==> src/rtl/cal_trg_seq_if.sv <==
// Command, configuration and trigger-output bundle of the calibration trigger sequencer.
// The master drives commands and settings. The slave (the sequencer) drives the pulses and status.
interface cal_trg_seq_if;
    logic       CMD_INJ;
    logic       CMD_PLS;
    logic       CMD_PED;
    logic       ABORT;
    logic [4:0] INJ_DLY;
    logic [4:0] EXT_DLY;
    logic [3:0] LCT_DLY;
    logic [4:0] L1A_DLY;
    logic [7:0] BURST_LEN;
    logic [7:0] BURST_GAP;
    logic       INJECT;
    logic       PULSE;
    logic       PEDESTAL;
    logic       CAL_LCT;
    logic       CAL_GTRG;
    logic       BUSY;
    logic       DONE;
    logic       OVERRUN;
    logic [7:0] SEQ_CNT;

    modport master (
        output CMD_INJ, CMD_PLS, CMD_PED, ABORT,
        output INJ_DLY, EXT_DLY, LCT_DLY, L1A_DLY, BURST_LEN, BURST_GAP,
        input  INJECT, PULSE, PEDESTAL, CAL_LCT, CAL_GTRG, BUSY, DONE, OVERRUN, SEQ_CNT
    );

    modport slave (
        input  CMD_INJ, CMD_PLS, CMD_PED, ABORT,
        input  INJ_DLY, EXT_DLY, LCT_DLY, L1A_DLY, BURST_LEN, BURST_GAP,
        output INJECT, PULSE, PEDESTAL, CAL_LCT, CAL_GTRG, BUSY, DONE, OVERRUN, SEQ_CNT
    );
endinterface

==> src/rtl/cal_trg_seq.sv <==
// Calibration trigger sequencer. It issues one stimulus (inject, pulse or pedestal), then CAL_LCT, then CAL_GTRG.
// The sequence can repeat as a burst. All timing settings are captured when a command is accepted.
module cal_trg_seq #(
    parameter bit SIM = 1'b0
) (
    input  logic          CLKCMS,
    input  logic          RST,
    cal_trg_seq_if.slave  bus
);

    typedef enum logic [2:0] {
        IDLE      = 3'd0,
        STIM_WAIT = 3'd1,
        LCT_WAIT  = 3'd2,
        L1A_WAIT  = 3'd3,
        GAP       = 3'd4
    } state_t;

    state_t     state_q, state_d;
    logic [4:0] dly_q, dly_d;
    logic [7:0] gap_q, gap_d;
    logic [4:0] stim_dly_q, stim_dly_d;
    logic [3:0] lct_q, lct_d;
    logic [4:0] l1a_q, l1a_d;
    logic [7:0] rep_q, rep_d;
    logic [7:0] gap_len_q, gap_len_d;
    logic [7:0] seq_q, seq_d;
    logic [2:0] typ_q, typ_d;
    logic       done_q, done_d;
    logic       ovr_q, ovr_d;

    logic       cmd_any;
    logic       dly_zero;
    logic       stim_fire;
    logic       lct_fire;
    logic       gtrg_fire;
    logic       busy;
    logic [2:0] stim_vec;

    assign cmd_any  = bus.CMD_INJ | bus.CMD_PLS | bus.CMD_PED;
    assign dly_zero = (dly_q == 5'd0);

    // State register
    always_ff @(posedge CLKCMS) begin
        if (RST) begin
            state_q    <= IDLE;
            dly_q      <= 5'd0;
            gap_q      <= 8'd0;
            stim_dly_q <= 5'd0;
            lct_q      <= 4'd0;
            l1a_q      <= 5'd0;
            rep_q      <= 8'd0;
            gap_len_q  <= 8'd0;
            seq_q      <= 8'd0;
            typ_q      <= 3'd0;
            done_q     <= 1'b0;
            ovr_q      <= 1'b0;
        end else begin
            state_q    <= state_d;
            dly_q      <= dly_d;
            gap_q      <= gap_d;
            stim_dly_q <= stim_dly_d;
            lct_q      <= lct_d;
            l1a_q      <= l1a_d;
            rep_q      <= rep_d;
            gap_len_q  <= gap_len_d;
            seq_q      <= seq_d;
            typ_q      <= typ_d;
            done_q     <= done_d;
            ovr_q      <= ovr_d;
        end
    end

    // Next-state logic
    always_comb begin
        state_d    = state_q;
        dly_d      = dly_q;
        gap_d      = gap_q;
        stim_dly_d = stim_dly_q;
        lct_d      = lct_q;
        l1a_d      = l1a_q;
        rep_d      = rep_q;
        gap_len_d  = gap_len_q;
        seq_d      = seq_q;
        typ_d      = typ_q;
        done_d     = 1'b0;
        ovr_d      = 1'b0;

        case (state_q)
            IDLE: begin
                if (cmd_any && !bus.ABORT) begin
                    state_d   = STIM_WAIT;
                    lct_d     = bus.LCT_DLY;
                    l1a_d     = bus.L1A_DLY;
                    rep_d     = bus.BURST_LEN;
                    gap_len_d = SIM ? 8'd3 : bus.BURST_GAP;
                    seq_d     = 8'd0;
                    if (bus.CMD_INJ) begin
                        typ_d      = 3'b001;
                        stim_dly_d = bus.INJ_DLY;
                    end else if (bus.CMD_PLS) begin
                        typ_d      = 3'b010;
                        stim_dly_d = bus.EXT_DLY;
                    end else begin
                        typ_d      = 3'b100;
                        stim_dly_d = 5'd0;
                    end
                    dly_d = stim_dly_d;
                end
            end
            STIM_WAIT: begin
                if (dly_zero) begin
                    state_d = LCT_WAIT;
                    dly_d   = {1'b0, lct_q};
                end else begin
                    dly_d = dly_q - 5'd1;
                end
            end
            LCT_WAIT: begin
                if (dly_zero) begin
                    state_d = L1A_WAIT;
                    dly_d   = l1a_q;
                end else begin
                    dly_d = dly_q - 5'd1;
                end
            end
            L1A_WAIT: begin
                if (dly_zero) begin
                    seq_d = seq_q + 8'd1;
                    if (rep_q != 8'd0) begin
                        state_d = GAP;
                        rep_d   = rep_q - 8'd1;
                        gap_d   = gap_len_q;
                    end else begin
                        state_d = IDLE;
                        done_d  = 1'b1;
                    end
                end else begin
                    dly_d = dly_q - 5'd1;
                end
            end
            GAP: begin
                if (gap_q == 8'd0) begin
                    state_d = STIM_WAIT;
                    dly_d   = stim_dly_q;
                end else begin
                    gap_d = gap_q - 8'd1;
                end
            end
            default: state_d = IDLE;
        endcase

        // A strobe arriving mid-burst is dropped and flagged. ABORT cancels the pending DONE.
        if (state_q != IDLE) begin
            ovr_d = cmd_any;
            if (bus.ABORT) begin
                state_d = IDLE;
                done_d  = 1'b0;
            end
        end
    end

    // Output decode. Outputs are forced low for as long as reset is held.
    always_comb begin
        busy      = 1'b0;
        stim_fire = 1'b0;
        lct_fire  = 1'b0;
        gtrg_fire = 1'b0;
        if (!RST) begin
            busy      = (state_q != IDLE);
            stim_fire = (state_q == STIM_WAIT) && dly_zero;
            lct_fire  = (state_q == LCT_WAIT) && dly_zero;
            gtrg_fire = (state_q == L1A_WAIT) && dly_zero;
        end
    end

    generate
        for (genvar gi = 0; gi < 3; gi++) begin : g_stim
            assign stim_vec[gi] = stim_fire & typ_q[gi];
        end
    endgenerate

    assign bus.INJECT   = stim_vec[0];
    assign bus.PULSE    = stim_vec[1];
    assign bus.PEDESTAL = stim_vec[2];
    assign bus.CAL_LCT  = lct_fire;
    assign bus.CAL_GTRG = gtrg_fire;
    assign bus.BUSY     = busy;
    assign bus.DONE     = done_q & ~RST;
    assign bus.OVERRUN  = ovr_q & ~RST;
    assign bus.SEQ_CNT  = RST ? 8'd0 : seq_q;

endmodule

==> src/flat_wrapper.sv <==
// flat-port wrapper written by rule: the top's interface ports become plain ports
module cal_trg_seq_flat 
#(
    parameter bit SIM = 1'b0
)
  (CLKCMS, RST, bus_CMD_INJ, bus_CMD_PLS, bus_CMD_PED, bus_ABORT, bus_INJ_DLY, bus_EXT_DLY, bus_LCT_DLY, bus_L1A_DLY, bus_BURST_LEN, bus_BURST_GAP, bus_INJECT, bus_PULSE, bus_PEDESTAL, bus_CAL_LCT, bus_CAL_GTRG, bus_BUSY, bus_DONE, bus_OVERRUN, bus_SEQ_CNT);
  cal_trg_seq_if bus_i ();
  input  logic CLKCMS;
  input  logic RST;
  input wire logic [$bits(bus_i.CMD_INJ)-1:0] bus_CMD_INJ;
  input wire logic [$bits(bus_i.CMD_PLS)-1:0] bus_CMD_PLS;
  input wire logic [$bits(bus_i.CMD_PED)-1:0] bus_CMD_PED;
  input wire logic [$bits(bus_i.ABORT)-1:0] bus_ABORT;
  input wire logic [$bits(bus_i.INJ_DLY)-1:0] bus_INJ_DLY;
  input wire logic [$bits(bus_i.EXT_DLY)-1:0] bus_EXT_DLY;
  input wire logic [$bits(bus_i.LCT_DLY)-1:0] bus_LCT_DLY;
  input wire logic [$bits(bus_i.L1A_DLY)-1:0] bus_L1A_DLY;
  input wire logic [$bits(bus_i.BURST_LEN)-1:0] bus_BURST_LEN;
  input wire logic [$bits(bus_i.BURST_GAP)-1:0] bus_BURST_GAP;
  output wire logic [$bits(bus_i.INJECT)-1:0] bus_INJECT;
  output wire logic [$bits(bus_i.PULSE)-1:0] bus_PULSE;
  output wire logic [$bits(bus_i.PEDESTAL)-1:0] bus_PEDESTAL;
  output wire logic [$bits(bus_i.CAL_LCT)-1:0] bus_CAL_LCT;
  output wire logic [$bits(bus_i.CAL_GTRG)-1:0] bus_CAL_GTRG;
  output wire logic [$bits(bus_i.BUSY)-1:0] bus_BUSY;
  output wire logic [$bits(bus_i.DONE)-1:0] bus_DONE;
  output wire logic [$bits(bus_i.OVERRUN)-1:0] bus_OVERRUN;
  output wire logic [$bits(bus_i.SEQ_CNT)-1:0] bus_SEQ_CNT;
  assign bus_i.CMD_INJ = bus_CMD_INJ;
  assign bus_i.CMD_PLS = bus_CMD_PLS;
  assign bus_i.CMD_PED = bus_CMD_PED;
  assign bus_i.ABORT = bus_ABORT;
  assign bus_i.INJ_DLY = bus_INJ_DLY;
  assign bus_i.EXT_DLY = bus_EXT_DLY;
  assign bus_i.LCT_DLY = bus_LCT_DLY;
  assign bus_i.L1A_DLY = bus_L1A_DLY;
  assign bus_i.BURST_LEN = bus_BURST_LEN;
  assign bus_i.BURST_GAP = bus_BURST_GAP;
  assign bus_INJECT = bus_i.INJECT;
  assign bus_PULSE = bus_i.PULSE;
  assign bus_PEDESTAL = bus_i.PEDESTAL;
  assign bus_CAL_LCT = bus_i.CAL_LCT;
  assign bus_CAL_GTRG = bus_i.CAL_GTRG;
  assign bus_BUSY = bus_i.BUSY;
  assign bus_DONE = bus_i.DONE;
  assign bus_OVERRUN = bus_i.OVERRUN;
  assign bus_SEQ_CNT = bus_i.SEQ_CNT;
  cal_trg_seq #(.SIM(SIM)) u_core (.CLKCMS(CLKCMS), .RST(RST), .bus(bus_i));
endmodule
==> config.mk <==
export PLATFORM = sky130hd
export DESIGN_NAME = cal_trg_seq_flat
export DESIGN_NICKNAME = d
export VERILOG_FILES = /design/src/rtl/cal_trg_seq_if.sv /design/src/rtl/cal_trg_seq.sv /design/src/flat_wrapper.sv
export SDC_FILE = /design/constraint.sdc
export NUM_CORES = 1
export LEC_CHECK = 0
export CORE_MARGIN = 1.5
export CORE_UTILIZATION = 45
export DETAILED_ROUTE_END_ITERATION = 6
export GPL_ROUTABILITY_DRIVEN = 1
export PLACE_DENSITY = 0.77
export RECOVER_POWER = 25
export SYNTH_ARGS = -nofsm -noshare
export SYNTH_HDL_FRONTEND = slang
export SYNTH_SLANG_ARGS = --single-unit
==> constraint.sdc <==
create_clock -name CLKCMS -period 2.9 [get_ports CLKCMS]
set_input_delay 0.58 -clock CLKCMS [delete_from_list [all_inputs] [get_ports CLKCMS]]
set_output_delay 0.58 -clock CLKCMS [all_outputs]
set_load 0.1 [all_outputs]
[Word-level counts from Yosys, hierarchy flattened]
Cells that the tools add are included.
Operators by class
  reductions and logical operators: 19
  equality and inequality tests: 10
  mux-type cells: 40
  $add $sub $neg: 4
  bitwise operators: 9
Operator list (count)
  two-way mux 8 bit: 9
  case mux 8 bit (2 select lines): 3
  two-way mux 5 bit: 7
  two-way mux 3 bit: 10
  case mux 5 bit (5 select lines): 1
  subtractor 8 x 1 -> 8 bit (second input constant): 2
  case mux 3 bit (5 select lines): 1
  AND reduction 4 bit: 3
  two-way mux 1 bit: 9
  adder 8 x 1 -> 8 bit (second input constant): 1
  logical NOT 8 bit: 1
  inequality test 2 x 1 -> 1 bit (second input constant): 4
  nonzero test 8 bit: 1
  equality test 3 x 2 -> 1 bit (second input constant): 2
  AND 1 bit: 5
  logical NOT 5 bit: 1
  nonzero test 5 bit: 1
  subtractor 5 x 1 -> 5 bit (second input constant): 1
  logical AND 1 bit: 4
  inequality test 2 bit (second input constant): 2
  nonzero test 2 bit: 2
  equality test 3 x 1 -> 1 bit (second input constant): 1
  equality test 3 bit (second input constant): 1
  logical NOT 3 bit: 1
  7 further kinds: 9
Storage, ports and cells
  word-level logic and storage cells: 94
  input bits: 41
  flip-flop bits (word level): 59

[Logic depth before layout (Yosys ltp)]
  depth in word-level cells: 7
  gate-level depth with buffers: 9
  gate-level depth less buffers: 7

[Least setup slack after synthesis]
OpenSTA, ideal clock, no wires.
  path kind: register to output
  start: reg u_core.dly_q[0]
  end: out bus_CAL_LCT
  path buffers: 1
  cell stages (with the launch flop): 6
  path slack: -1.709 ns
  arrival time: 4.029 ns
  data required time: 2.320 ns
  path through: dfxtp_1 -> inv_1 -> ha_1 -> or4b_1 -> clkbuf_1 -> nor4_1
Between the ends
  longest elaborated chain between the ends: 3
RTL lines
  start: declaration: RTL line cal_trg_seq.sv:20  | logic [4:0] dly_q, dly_d;
  start signal: assignment: RTL line cal_trg_seq.sv:60  | dly_q <= dly_d;
  logical NOT 5 bit: RTL line cal_trg_seq.sv:41  | assign dly_zero = (dly_q == 5'd0);
  logical AND 1 bit: RTL line cal_trg_seq.sv:172  | lct_fire = (state_q == LCT_WAIT) && dly_zero;
  two-way mux 1 bit: RTL line cal_trg_seq.sv:169  | if (!RST) begin
  end: declaration: RTL line flat_wrapper.sv:23  | output wire logic [$bits(bus_i.CAL_LCT)-1:0] bus_CAL_LCT;
Every way passes these cells.

[Worst setup path in the final report]
  start: reg u_core.dly_q[0]
  end: out bus_CAL_GTRG
Between the ends
  longest elaborated chain between the ends: 3
RTL lines
  logical NOT 5 bit: RTL line cal_trg_seq.sv:41
  logical AND 1 bit: RTL line cal_trg_seq.sv:173  | gtrg_fire = (state_q == L1A_WAIT) && dly_zero;
  two-way mux 1 bit: RTL line cal_trg_seq.sv:169
  end: declaration: RTL line flat_wrapper.sv:24  | output wire logic [$bits(bus_i.CAL_GTRG)-1:0] bus_CAL_GTRG;
Every way passes these cells.

==> impl_metrics.yaml <==
synthesis:
  postSynthNetCount: 462
  synth.cell_area_mm2: 0.00320
  number_of_instances_in_the_synthesized_netlist: 416
  netlist-cell-type-count: 61
  synth_enable_flop_cells: 0
  postSynthAreaPerCell_um2: 7.70
  async_flop_share_pct: 0
  yosys_warnings: 0
  synth_flop_cell: "sky130_fd_sc_hd__dfxtp_1"
  ys_seq_elements: 59
  seq_area_frac_synth_pct: 36.9
cts:
  cts_tree: "yes"
  clk_root_buffer_cell: "sky130_fd_sc_hd__clkbuf_8"
  cts.reportedPaths.clkPinSlew_ns: 0.06
  htree_levels: 3
  clock_sinks: 59
  worst_skew_pair.late_latency_ns: 0.34
  tritoncts.num_buffers: 9
  max-clock-path-buffers: 2
timing:
  rsz0062_at_grt: "false"
  worst_pin_slew_ns: 1.17
  fmaxAchievable_mhz: 360
  clock_skew_ns: 0.00977
  timing.final.max_slew_violations: 0
  min_period_over_period_pct: 95.7
  final.min_clock_period_ns: 2.78
  hold_violations: 0
  setup_tns_ns: 0
  slew_headroom_pct: 22.2
  finalSetupViolations: 0
final_layout:
  ff_latch_area_mm2: 0.00118
  layout.nets: 511
  post_route_cells_drive_above_1_share_pct: 10.1
  multi_input_area_mm2: 0.00189
  highest_count_cells_in_the_layout_ignoring_fill_and_taps: "sky130_fd_sc_hd__nand2_1 (68), sky130_fd_sc_hd__dfxtp_1 (59), sky130_fd_sc_hd__a21oi_1 (51)"
  area_delta_synth_final_pct: 25.2
  num_antenna_cells: 0
  post_layout_nonfiller_instances: 563
  num-fill-cells: 664
  layout_commonest_cell: "sky130_fd_sc_hd__nand2_1"
setup_path:
  path_class: "register to primary output"
  worstReg2RegEnd: "u_core.stim_dly_q[3]$_SDFFE_PP0P_"
  worstSetupEndpointType: "primary output"
  worstRegToRegCells: 5
  timing.rr.start: "u_core.state_q[1]$_SDFF_PP0_"
  critical_path.endpoint: "bus_CAL_GTRG"
  setup.worst_path.start: "u_core.dly_q[0]$_SDFFE_PP0P_"
  worstPathRequired_ns: 2.32
  worst-endpoint-arrival_ns: 2.20
  setup.reg_to_reg.worst_slack_ns: 0.31
  worst_setup_path_start_kind: "register"
  crit_fanout: 8
outcome:
  outcome: "complete, no violations"
routing:
  routed-via-count: 3203
  drt-vias-per-instance: 5.69
  routedWlPerCell_um: 14.9
  initialDrtViolationCount: 355
  post-route-drc-count: 0
  routed_wirelength_mm: 8.39
  detailedRoute.firstPassIterationCount: 5
  postRouteAntennaNets: 0
power:
  design_power_total_w: 0.00193
  pwr_density_cell_mw_per_mm2: 480
  proportion_of_power_drawn_by_the_clock_network_pct: 32.5
  irDropWorstVdd_mv: 0.289
  cellInternalPower_w: 0.00135
  p_leak_nw: 1.46
  sequentialPowerShare_pct: 46.5
  combinationalPowerShare_pct: 21.0
  p_sw_share_pct: 29.9
  power.switching_w: 0.000575
global_route:
  number_of_global_route_vias_before_repair: 2835
  global_route.overflow_total: 0
  grtUsageTotal_pct: 22.9
  grt_max_degree: 31
  global_route_wire_length_before_repair_mm: 13.7
  antenna_violations_before_repair: 0
placed_design:
  place.port_buffers: 56
  numPlacedInstances: 550
  globalplace.congestion: 0.869
  place_hpwl_mm: 5.88
die:
  rows: 30
  floorplan.die_area_mm2: 0.00763
  design.portCount: 57
  coreArea_mm2: 0.00683
  starting_density_of_the_core_pct: 46.9
  fp.dieW_um: 87.4
  die-height_um: 87.4
flow_run:
  timing.max_cap.violations: 0
min_path:
  holdCritPathClass: "register to register"
power groups by stage:
stage	Sequential (W)	Combinational (W)	Clock, W
after floorplan	0.000897	0.000280	0
after global placement	0.000910	0.000386	0
after detailed placement	0.000911	0.000396	0
after CTS	0.000894	0.000398	0.000630
after global routing	0.000902	0.000445	0.000673
final	0.000897	0.000404	0.000625
sequential cells by signal, indices dropped and copies added (netlist names):
| register | flops |
|---|---|
| u_core.typ_q | 3 |
| u_core.gap_len_q | 8 |
| u_core.seq_q | 8 |
| u_core.rep_q | 8 |
| u_core.state_q | 3 |
| u_core.done_q | 1 |
| u_core.dly_q | 5 |
| u_core.ovr_q | 1 |
| u_core.lct_q | 4 |
| u_core.l1a_q | 5 |
| u_core.gap_q | 8 |
| u_core.stim_dly_q | 5 |
metal layers:
metal  vias to the layer above  GRT usage, %  wire length [um]
met1                      1480          31.1              3990
met2                       134          34.6              3760
li1                       1583             -                 -
met3                         6          6.07               584
met4                         0          8.95                53
met5                         -             0                 0
logic make-up after synthesis:
| group | after synthesis | synth area share, % |
|---|---|---|
| simple gates | 180 | 27.2 |
| compound gates | 121 | 25.8 |
| flops | 59 | 36.9 |
| buf+inv | 41 | 5.35 |
| xor+xnor | 8 | 2.19 |
| fa+ha+maj | 7 | 2.58 |
cells in the mapped netlist, types with 6 or more instances:
cell type | count | share of area (%)
sky130_fd_sc_hd__a31o_1 | 6 | 1.6
sky130_fd_sc_hd__inv_1 | 10 | 1.2
sky130_fd_sc_hd__o21ai_0 | 11 | 1.7
sky130_fd_sc_hd__o21ai_1 | 11 | 1.7
sky130_fd_sc_hd__a21oi_1 | 51 | 8.0
sky130_fd_sc_hd__nor3_1 | 22 | 3.4
sky130_fd_sc_hd__buf_2 | 8 | 1.3
sky130_fd_sc_hd__xor2_1 | 7 | 1.9
sky130_fd_sc_hd__nor2_1 | 34 | 4.0
sky130_fd_sc_hd__nand3_1 | 6 | 0.94
sky130_fd_sc_hd__clkbuf_1 | 21 | 2.5
sky130_fd_sc_hd__dfxtp_1 | 59 | 37
sky130_fd_sc_hd__nand2_1 | 68 | 8.0
sky130_fd_sc_hd__a22oi_1 | 6 | 1.4
sky130_fd_sc_hd__nor2b_1 | 11 | 2.1
layout make-up:
class / instances / area share (%)
timing repair buffer: 68 / 15.6
clock buffer: 13 / 3.71
tap: 96 / 3.00
inverter: 11 / 1.03
multi-input combinational: 316 / 47.2
sequential: 59 / 29.5
through the flow:
step	worst slack, ns	hold WS, ns	util, %	area, um^2
2_1_floorplan	0.0393	0.427	-	3220
3_3_place_gp	0.420	0.445	56.9	3890
3_5_place_dp	0.254	0.444	56.9	3890
4_1_cts	0.00523	0.455	59.1	4040
5_1_grt	0.0351	0.469	58.7	4010
6_report	0.124	0.454	58.7	4010
critical path, cell delays in order (launching register included):
cell                      delay (ns)
sky130_fd_sc_hd__dfxtp_1        0.32
sky130_fd_sc_hd__inv_1          0.07
sky130_fd_sc_hd__ha_1           0.22
sky130_fd_sc_hd__or4b_4         0.55
sky130_fd_sc_hd__or2_1          0.37
sky130_fd_sc_hd__nor2_4         0.14
sky130_fd_sc_hd__buf_12         0.18
what timing repair did:
action,in CTS,in global routing
endpoints found under the setup margin,0,4
hold buffers,0,0
buffers inserted,0,0
resized for setup,0,3
how the worst min path moves through the flow:
stage | from | endpoint | cells after the start
after floorplan | u_core.typ_q[1]$_SDFFE_PP0P_ | u_core.typ_q[1]$_SDFFE_PP0P_ | 2
after global placement | u_core.l1a_q[4]$_SDFFE_PP0P_ | u_core.l1a_q[4]$_SDFFE_PP0P_ | 2
after detailed placement | u_core.typ_q[1]$_SDFFE_PP0P_ | u_core.typ_q[1]$_SDFFE_PP0P_ | 2
after CTS | u_core.l1a_q[0]$_SDFFE_PP0P_ | u_core.l1a_q[0]$_SDFFE_PP0P_ | 2
after global routing | u_core.l1a_q[0]$_SDFFE_PP0P_ | u_core.l1a_q[0]$_SDFFE_PP0P_ | 2
final | u_core.l1a_q[0]$_SDFFE_PP0P_ | u_core.l1a_q[0]$_SDFFE_PP0P_ | 2
Note: power is estimated with default switching activity, not from simulation.
